[config.mk]
export PLATFORM = sky130hd
export DESIGN_NAME = remote_cmd_rx
export DESIGN_NICKNAME = d
export VERILOG_FILES = /design/src/rtl/remote_cmd_pkg.sv /design/src/rtl/uart_tx_core.sv /design/src/rtl/remote_cmd_rx.sv
export SDC_FILE = /design/constraint.sdc
export NUM_CORES = 1
export LEC_CHECK = 0
export ABC_AREA = 0
export BUFFER_PORTS_ARGS = -buffer_cell sky130_fd_sc_hd__buf_2
export CORE_MARGIN = 2
export CORE_UTILIZATION = 25
export CTS_CLUSTER_DIAMETER = 150
export DETAILED_ROUTE_END_ITERATION = 8
export GPL_TIMING_DRIVEN = 0
export SYNTH_ARGS = -nofsm -noshare
export SYNTH_HDL_FRONTEND = slang
export SYNTH_HIERARCHICAL = 1
export SYNTH_SLANG_ARGS = --single-unit
export TNS_END_PERCENT = 100
[constraint.sdc]
create_clock -name clk -period 2.1 [get_ports clk]
set_input_delay 0.42 -clock clk [delete_from_list [all_inputs] [get_ports clk]]
set_output_delay 0.42 -clock clk [all_outputs]
set_load 0.05 [all_outputs]
[src/rtl/remote_cmd_pkg.sv]
// Shared types and constants for the RemoteComm knight-side receiver/transmitter.
package remote_cmd_pkg;

  typedef enum logic [1:0] {
    R_IDLE  = 2'd0,
    R_START = 2'd1,
    R_DATA  = 2'd2,
    R_STOP  = 2'd3
  } rx_state_t;

  typedef enum logic {
    A_HI = 1'b0,
    A_LO = 1'b1
  } asm_state_t;

  typedef enum logic {
    T_IDLE  = 1'b0,
    T_XMIT  = 1'b1
  } tx_state_t;

  localparam logic [7:0] POS_ACK    = 8'hA5;
  localparam int         FRAME_BITS = 10;

endpackage

[src/rtl/uart_tx_core.sv]
// UART transmitter: 8N1 frame, LSB first, one baud period per bit, tx_done after the stop bit.
module uart_tx_core
  import remote_cmd_pkg::*;
#(
  parameter int BAUD_DIV = 2604
) (
  input  logic       clk,
  input  logic       rst_n,
  input  logic       trmt,
  input  logic [7:0] tx_data,
  output logic       TX,
  output logic       tx_done
);

  localparam int                BW        = $clog2(BAUD_DIV);
  localparam logic [BW-1:0]     BAUD_LAST = BW'(BAUD_DIV - 1);
  localparam logic [BW-1:0]     BAUD_ONE  = BW'(1);
  localparam logic [3:0]        LAST_BIT  = 4'(FRAME_BITS - 1);

  tx_state_t               state_q, state_d;
  logic [BW-1:0]           baud_q, baud_d;
  logic [3:0]              bit_q, bit_d;
  logic [FRAME_BITS-1:0]   shift_q, shift_d;
  logic                    done_q, done_d;

  // Next-state: the line is driven straight from shift_q[0], so idle keeps it all ones
  always_comb begin
    state_d = state_q;
    baud_d  = baud_q;
    bit_d   = bit_q;
    shift_d = shift_q;
    done_d  = 1'b0;
    case (state_q)
      T_IDLE: begin
        if (trmt) begin
          shift_d = {1'b1, tx_data, 1'b0};
          baud_d  = '0;
          bit_d   = 4'd0;
          state_d = T_XMIT;
        end else begin
          shift_d = '1;
        end
      end
      T_XMIT: begin
        if (baud_q == BAUD_LAST) begin
          baud_d = '0;
          if (bit_q == LAST_BIT) begin
            shift_d = '1;
            done_d  = 1'b1;
            state_d = T_IDLE;
          end else begin
            shift_d = {1'b1, shift_q[FRAME_BITS-1:1]};
            bit_d   = bit_q + 4'd1;
          end
        end else begin
          baud_d = baud_q + BAUD_ONE;
        end
      end
      default: begin
        shift_d = '1;
        state_d = T_IDLE;
      end
    endcase
  end

  // State registers, synchronous active-low reset
  always_ff @(posedge clk) begin
    if (!rst_n) begin
      state_q <= T_IDLE;
      baud_q  <= '0;
      bit_q   <= 4'd0;
      shift_q <= '1;
      done_q  <= 1'b0;
    end else begin
      state_q <= state_d;
      baud_q  <= baud_d;
      bit_q   <= bit_d;
      shift_q <= shift_d;
      done_q  <= done_d;
    end
  end

  assign TX      = shift_q[0];
  assign tx_done = done_q;

endmodule

[src/rtl/remote_cmd_rx.sv]
// Knight-side RemoteComm endpoint: deserialises two RX bytes into a 16-bit cmd, transmits resp on TX.
module remote_cmd_rx
  import remote_cmd_pkg::*;
#(
  parameter int BAUD_DIV = 2604,
  parameter int TMO_BITS = 40
) (
  input  logic        clk,
  input  logic        rst_n,
  input  logic        RX,
  output logic        TX,
  output logic [15:0] cmd,
  output logic        cmd_rdy,
  input  logic        clr_cmd_rdy,
  input  logic [7:0]  resp,
  input  logic        trmt,
  output logic        tx_done
);

  localparam int            BW        = $clog2(BAUD_DIV);
  localparam int            TW        = $clog2(TMO_BITS * BAUD_DIV + 1);
  localparam logic [BW-1:0] BAUD_LAST = BW'(BAUD_DIV - 1);
  localparam logic [BW-1:0] HALF_LAST = BW'((BAUD_DIV >> 1) - 1);
  localparam logic [BW-1:0] BAUD_ONE  = BW'(1);
  localparam logic [TW-1:0] TMO_LAST  = TW'(TMO_BITS * BAUD_DIV - 1);
  localparam logic [TW-1:0] TMO_ONE   = TW'(1);

  logic          rx_meta_q, rx_s_q, rx_prev_q;
  rx_state_t     rx_state_q, rx_state_d;
  logic [BW-1:0] baud_q, baud_d;
  logic [2:0]    bit_q, bit_d;
  logic [7:0]    data_q, data_d;
  logic          byte_vld_q, byte_vld_d, frm_err_q, frm_err_d;
  logic          start_s;
  asm_state_t    asm_q, asm_d;
  logic [7:0]    hi_q, hi_d;
  logic [TW-1:0] tmo_q, tmo_d;
  logic [15:0]   cmd_q, cmd_d;
  logic          rdy_q, rdy_d, rdy_set_s, rdy_clr_s;

  // RX deserialiser: start on a falling edge, re-check at half-bit, then sample mid-bit
  always_comb begin
    rx_state_d = rx_state_q;
    baud_d     = baud_q;
    bit_d      = bit_q;
    data_d     = data_q;
    byte_vld_d = 1'b0;
    frm_err_d  = 1'b0;
    start_s    = 1'b0;
    case (rx_state_q)
      R_IDLE: begin
        if (rx_prev_q && !rx_s_q) begin
          start_s    = 1'b1;
          baud_d     = '0;
          rx_state_d = R_START;
        end else begin
          baud_d = '0;
        end
      end
      R_START: begin
        if (baud_q == HALF_LAST) begin
          baud_d     = '0;
          bit_d      = 3'd0;
          rx_state_d = rx_s_q ? R_IDLE : R_DATA;
        end else begin
          baud_d = baud_q + BAUD_ONE;
        end
      end
      R_DATA: begin
        if (baud_q == BAUD_LAST) begin
          baud_d = '0;
          data_d = {rx_s_q, data_q[7:1]};
          if (bit_q == 3'd7) begin
            rx_state_d = R_STOP;
          end else begin
            bit_d = bit_q + 3'd1;
          end
        end else begin
          baud_d = baud_q + BAUD_ONE;
        end
      end
      R_STOP: begin
        if (baud_q == BAUD_LAST) begin
          baud_d     = '0;
          byte_vld_d = rx_s_q;
          frm_err_d  = ~rx_s_q;
          rx_state_d = R_IDLE;
        end else begin
          baud_d = baud_q + BAUD_ONE;
        end
      end
      default: begin
        baud_d     = '0;
        rx_state_d = R_IDLE;
      end
    endcase
  end

  // Byte pairing: a stale high byte is dropped on framing error or inter-byte timeout
  always_comb begin
    asm_d     = asm_q;
    hi_d      = hi_q;
    tmo_d     = tmo_q;
    cmd_d     = cmd_q;
    rdy_set_s = 1'b0;
    rdy_clr_s = clr_cmd_rdy || (start_s && (asm_q == A_HI));
    case (asm_q)
      A_HI: begin
        if (byte_vld_q) begin
          hi_d  = data_q;
          tmo_d = '0;
          asm_d = A_LO;
        end else begin
          tmo_d = '0;
        end
      end
      A_LO: begin
        if (byte_vld_q) begin
          cmd_d     = {hi_q, data_q};
          rdy_set_s = 1'b1;
          tmo_d     = '0;
          asm_d     = A_HI;
        end else if (frm_err_q) begin
          tmo_d = '0;
          asm_d = A_HI;
        end else if (rx_state_q == R_IDLE) begin
          if (tmo_q == TMO_LAST) begin
            tmo_d = '0;
            asm_d = A_HI;
          end else begin
            tmo_d = tmo_q + TMO_ONE;
          end
        end else begin
          tmo_d = tmo_q;
        end
      end
      default: begin
        tmo_d = '0;
        asm_d = A_HI;
      end
    endcase
    if (rdy_set_s) begin
      rdy_d = 1'b1;
    end else if (rdy_clr_s) begin
      rdy_d = 1'b0;
    end else begin
      rdy_d = rdy_q;
    end
  end

  // All receive-side registers; synchroniser flops preset high so reset looks like idle line
  always_ff @(posedge clk) begin
    if (!rst_n) begin
      rx_meta_q  <= 1'b1;
      rx_s_q     <= 1'b1;
      rx_prev_q  <= 1'b1;
      rx_state_q <= R_IDLE;
      baud_q     <= '0;
      bit_q      <= 3'd0;
      data_q     <= 8'h00;
      byte_vld_q <= 1'b0;
      frm_err_q  <= 1'b0;
      asm_q      <= A_HI;
      hi_q       <= 8'h00;
      tmo_q      <= '0;
      cmd_q      <= 16'h0000;
      rdy_q      <= 1'b0;
    end else begin
      rx_meta_q  <= RX;
      rx_s_q     <= rx_meta_q;
      rx_prev_q  <= rx_s_q;
      rx_state_q <= rx_state_d;
      baud_q     <= baud_d;
      bit_q      <= bit_d;
      data_q     <= data_d;
      byte_vld_q <= byte_vld_d;
      frm_err_q  <= frm_err_d;
      asm_q      <= asm_d;
      hi_q       <= hi_d;
      tmo_q      <= tmo_d;
      cmd_q      <= cmd_d;
      rdy_q      <= rdy_d;
    end
  end

  assign cmd     = cmd_q;
  assign cmd_rdy = rdy_q;

  uart_tx_core #(
    .BAUD_DIV(BAUD_DIV)
  ) u_tx (
    .clk     (clk),
    .rst_n   (rst_n),
    .trmt    (trmt),
    .tx_data (resp),
    .TX      (TX),
    .tx_done (tx_done)
  );

endmodule

======== Word-level counts from Yosys, hierarchy flattened ========
Index checks and enable logic that the tools add are counted.
storage, ports and cells
  register bits ........................... 101
cells by class
  $add $sub $neg .......................... 5
  equality and inequality tests ........... 19
  muxes and demuxes ....................... 46
  bitwise gates (word level) .............. 3
  reduce and logical (&&, ||, !) cells .... 16
operators with widths
  operator                                                                 count
  17-bit two-way mux                                                       4
  12-bit two-way mux                                                       4
  12-bit one-hot mux with 3 select lines                                   1
  17-bit one-hot mux with 2 select lines                                   1
  12-bit by 1-bit adder with 12-bit output, second input constant          2
  12-bit equality test, second input constant                              2
  12-bit one-hot mux with 2 select lines                                   1
  10-bit one-hot mux with 2 select lines                                   1
  9-bit two-way mux                                                        2
  2-bit inequality test, second input constant                             9
  17-bit by 1-bit adder with 17-bit output, second input constant          1
  17-bit equality test, second input constant                              1
  1-bit two-way mux                                                        14
  12-bit by 11-bit equality test with 1-bit output, second input constant  1
  2-bit two-way mux                                                        6
  4-bit two-way mux                                                        3
  10-bit two-way mux                                                       1
  3-bit two-way mux                                                        3
  3-bit AND reduction                                                      3
  2-bit one-hot mux with 4 select lines                                    1
  4-bit one-hot mux with 2 select lines                                    1
  3-bit one-hot mux with 2 select lines                                    1
  2-bit AND reduction                                                      3
  5-bit AND reduction                                                      1
  16 further kinds                                                         22

======== Logic depth before layout (Yosys ltp) ========
  word-level depth ........................ 8
  gate-level depth with buffers ........... 7

======== By module ========
Netlist, hierarchy kept.
by module, submodules not included
  module         instances  cells each  area each (µm²)
  remote_cmd_rx  1          354         3,090.5
  uart_tx_core   1          164         1,381.3

======== Worst setup path before layout ========
No wires, ideal clock.
  path type ............................... register to register
  from .................................... register u_tx.baud_q[0]
  to ...................................... register u_tx.baud_q[10]
  setup time .............................. 0.062 ns
  data arrival time ....................... 1.609 ns
  required time ........................... 2.038 ns
  setup slack ............................. 0.429 ns
  stages on the path, launching flop included .. 7
  buffers on the path ..................... 1
  cell sequence ........................... dfxtp_1 ha_1 and4bb_2 and3_4 buf_6 or4_1 nand3_1
on the way
  longest elaborated chain between the ends .. 3
  elaborated cells between the ends (all ways) .. 4
  those cells by class .................... 1 x add/sub; 1 x eq/ne; 2 x mux
ends and longest elaborated chain
  what                                                                              RTL line                                RTL
  start: declaration                                                                uart_tx_core.sv:21                      logic [BW-1:0] baud_q, baud_d;
  start signal: assignment                                                          uart_tx_core.sv:76                      baud_q <= baud_d;
  12-bit by 1-bit adder with 12-bit output or 12-bit equality test (tied branches)  uart_tx_core.sv:56, uart_tx_core.sv:45
  12-bit two-way mux *                                                              uart_tx_core.sv:45                      if (baud_q == BAUD_LAST) begin
  12-bit one-hot mux with 2 select lines *                                          uart_tx_core.sv:33                      case (state_q)
Every way passes the cells marked *; elsewhere a longest branch is shown, timed or not.
A chain may end at the register's enable or synchronous reset.

======== Worst setup path in the final report ========
  from .................................... register u_tx.baud_q[0]
  to ...................................... register u_tx.baud_q[1]
Same word-level chain as after synthesis.

==> flow_metrics.py <==
metrics = {
    "detailed_routing": {
        "dr.pass1.iters": 4,
        "drtIter0Drc": 200,
        "post-route-drc-count": 0,
        "dr_total_vias": 3734,
        "wl_mm": 9.44,
        "ant_nets": 0,
        "detail_route.wl_per_cell_um": 11.9,
        "viasPerCell": 4.73,
    },
    "grt": {
        "antenna_found_initial": 0,
        "grt_pass1_wl_mm": 15.8,
        "grt_pass1_vias": 3328,
        "grt_overflow": 0,
        "grt_usage": 0.102,
        "grt_max_degree": 21,
    },
    "clock_network": {
        "clk_latency_ns": 0.35,
        "cts_setup_buffers": 0,
        "cts_made_buffers": 9,
        "cts_buffer_depth": 2,
        "ctsHtreeMaxLevel": 3,
        "hold_buffers": 0,
        "clock-root-buffer": "clkbuf_16",
        "clkTransAtPathRegs_ns": 0.07,
        "cts_tree": "yes",
        "cts-resized-gates": 0,
        "cts.sinks": 100,
    },
    "logic_synthesis": {
        "synth_top_family_by_area": "simple AND/OR/NAND/NOR gates",
        "synth_fa_ha_area_frac": 0.0224,
        "synth_area_sq_um": 4470,
        "synth_largest_area_cell": "dfxtp_1",
        "synthMuxAreaShare": 0.0201,
        "synth_cells": 518,
        "synthSimpleGateAreaFrac": 0.291,
        "synth_seq_cells": 100,
        "synthFlopType": "dfxtp_1",
        "synth-xor-area-share": 0.0431,
        "async_flop_share": 0,
        "syn-num-nets": 539,
        "synth.area.top_cells": "dfxtp_1 45%, nand2_1 7.0%, a21oi_1 4.5%",
        "synth_compound_area_frac": 0.139,
        "synth_top_area_share": 0.448,
        "synth_seq_area_share": 0.448,
        "yosysWarnings": 6,
        "synth_edf_count": 0,
        "synth.distinct_cells": 62,
        "post_synth.cell_area_avg_sq_um": 8.63,
    },
    "timing": {
        "final.min_clock_period_ns": 1.93,
        "hold_viol": 0,
        "fin_tns_setup_ns": 0,
        "slew_viol_final": 0,
        "tightest_slew_ns": 0.498,
        "clock.fmax_ghz": 0.519,
        "setup_viol": 0,
        "clock_skew_ns": 0.0123,
        "fin_crit_sh": 0.918,
        "relSlewSlack": 0.668,
        "rsz0062_at_grt": "no",
        "finalWorstSetupSlack_ns": 0.172,
    },
    "placed_design": {
        "dp_slack_ns": 0.125,
        "dp_hpwl_mm": 6.76,
        "io_buffers": 31,
        "gp_congestion": 0.800,
    },
    "die": {
        "pin_count": 32,
        "initial_core_util": 0.257,
        "fp.dieW_um": 138,
        "fp-row-count": 48,
        "die_area_sq_um": 19000,
        "core_sq_um": 17400,
        "die_y_um": 138,
    },
    "final_layout": {
        "nets": 581,
        "diodes": 0,
        "area_delta_synth_final_pct": 16.6,
        "utilization": 0.299,
        "final_common_cell": "dfxtp_1",
        "final_cell_mix": "100 x dfxtp_1, 83 x nand2_1, 43 x nor2_1",
        "drive_above_1_share": 0.136,
    },
    "pwr": {
        "vdd_drop_max_v": 0.000363,
        "leakage_nw": 1.87,
        "power_density_nw_per_um2": 713,
    },
    "worst_setup_path": {
        "arrival_ns": 2.14,
        "start_kind": "register",
        "worstPathRequired_ns": 2.31,
        "critPathMaxFanout": 10,
        "rrSetupSlack_ns": 0.17,
        "endpoint_kind": "register",
        "path_class": "register to register",
    },
    "min_path": {
        "hold_path.class": "primary input to register",
    },
    "run_status": {
        "status": "completed",
    },
    "job": {
        "cap_violations": 0,
    },
}
[final cells by class]
class                   count  area [sq um]
plain buffers              27           120
well taps                 225           282
fillers                  1881         12200
flip-flops and latches    100          2000
inverters                  11          41.3
multi-input cells         380          2310
clock inverters             7          80.1
repair buffers             31           155
clock buffers               9           225
[synth_stat cells (all sizes together), types with 8 or more instances]
library cell    n
nand4          17
nand3          20
nor2           44
a21oi          41
a31oi           8
inv            11
dfxtp         100
nand2          83
and4           10
o211ai         11
o21ai          13
or4             8
mux2i           9
buf            13
xor2           17
clkbuf         14
ha              8
[state kept, by name (all words and copies together), names as in the netlist, 3 cells and up, named ones only]
name,flops
u_tx/shift_q,9
data_q,8
cmd,16
baud_q,12
u_tx/baud_q,12
bit_q,3
u_tx/bit_q,4
tmo_q,17
hi_q,8
[critical path: stages, from the launching register on]
cell and delay, ns:
dfxtp_1 0.38, ha_1 0.27, nor4bb_1 0.38, a31oi_1 0.18
clkbuf_1 0.28, a22oi_1 0.24, nor2_1 0.06
[where the power goes]
part / total (W) / leakage [nW] / internal [W] / switching, W
Sequential: 0.00193 / 0.809 / 0.00192 / 0.0000105
Clock: 0.00164 / 0.145 / 0.000845 / 0.000796
Combinational: 0.000150 / 0.917 / 0.0000499 / 0.0000999
Total: 0.00372 / 1.87 / 0.00281 / 0.000907
[per-layer routing]
| metal | GRT usage | part of all wire |
|---|---|---|
| met1 | 0.143 | 0.51 |
| met2 | 0.155 | 0.45 |
| met3 | 0.0258 | 0.031 |
| met4 | 0.0238 | 0.0063 |
| met5 | 0 | 0 |
[path summary, 6_finish.rpt]
kind,cells past startpoint,to,from
max reg2reg,6,u_tx/baud_q[1],u_tx/baud_q[0]
min,2,rx_meta_q,RX
min reg2reg,1,rx_s_q,rx_meta_q
max,6,u_tx/baud_q[1],u_tx/baud_q[0]
[per-stage QoR]
stage                     total power, W  hold slack (ns)  cells  cell area [sq um]
after floorplan                  0.00207            0.386    518               4470
after global placement           0.00212            0.394    774               4910
after detailed placement         0.00212            0.396    774               4910
after CTS                        0.00378            0.298    790               5210
after global routing             0.00387            0.319    790               5210
final                            0.00372            0.303    790               5210
[cell families (layout without fill, tap and decap cells)]
| group | after synthesis | after routing |
|---|---|---|
| buffers and inverters | 38 | 85 |
| XOR/XNOR | 22 | 22 |
| AO/OA/AOI/OAI | 100 | 100 |
| multiplexers | 9 | 9 |
| AND/OR/NAND/NOR | 241 | 241 |
| flip-flops | 100 | 100 |
| adder cells (fa/ha/maj) | 8 | 8 |
Note: power is estimated with default switching activity, not from simulation.
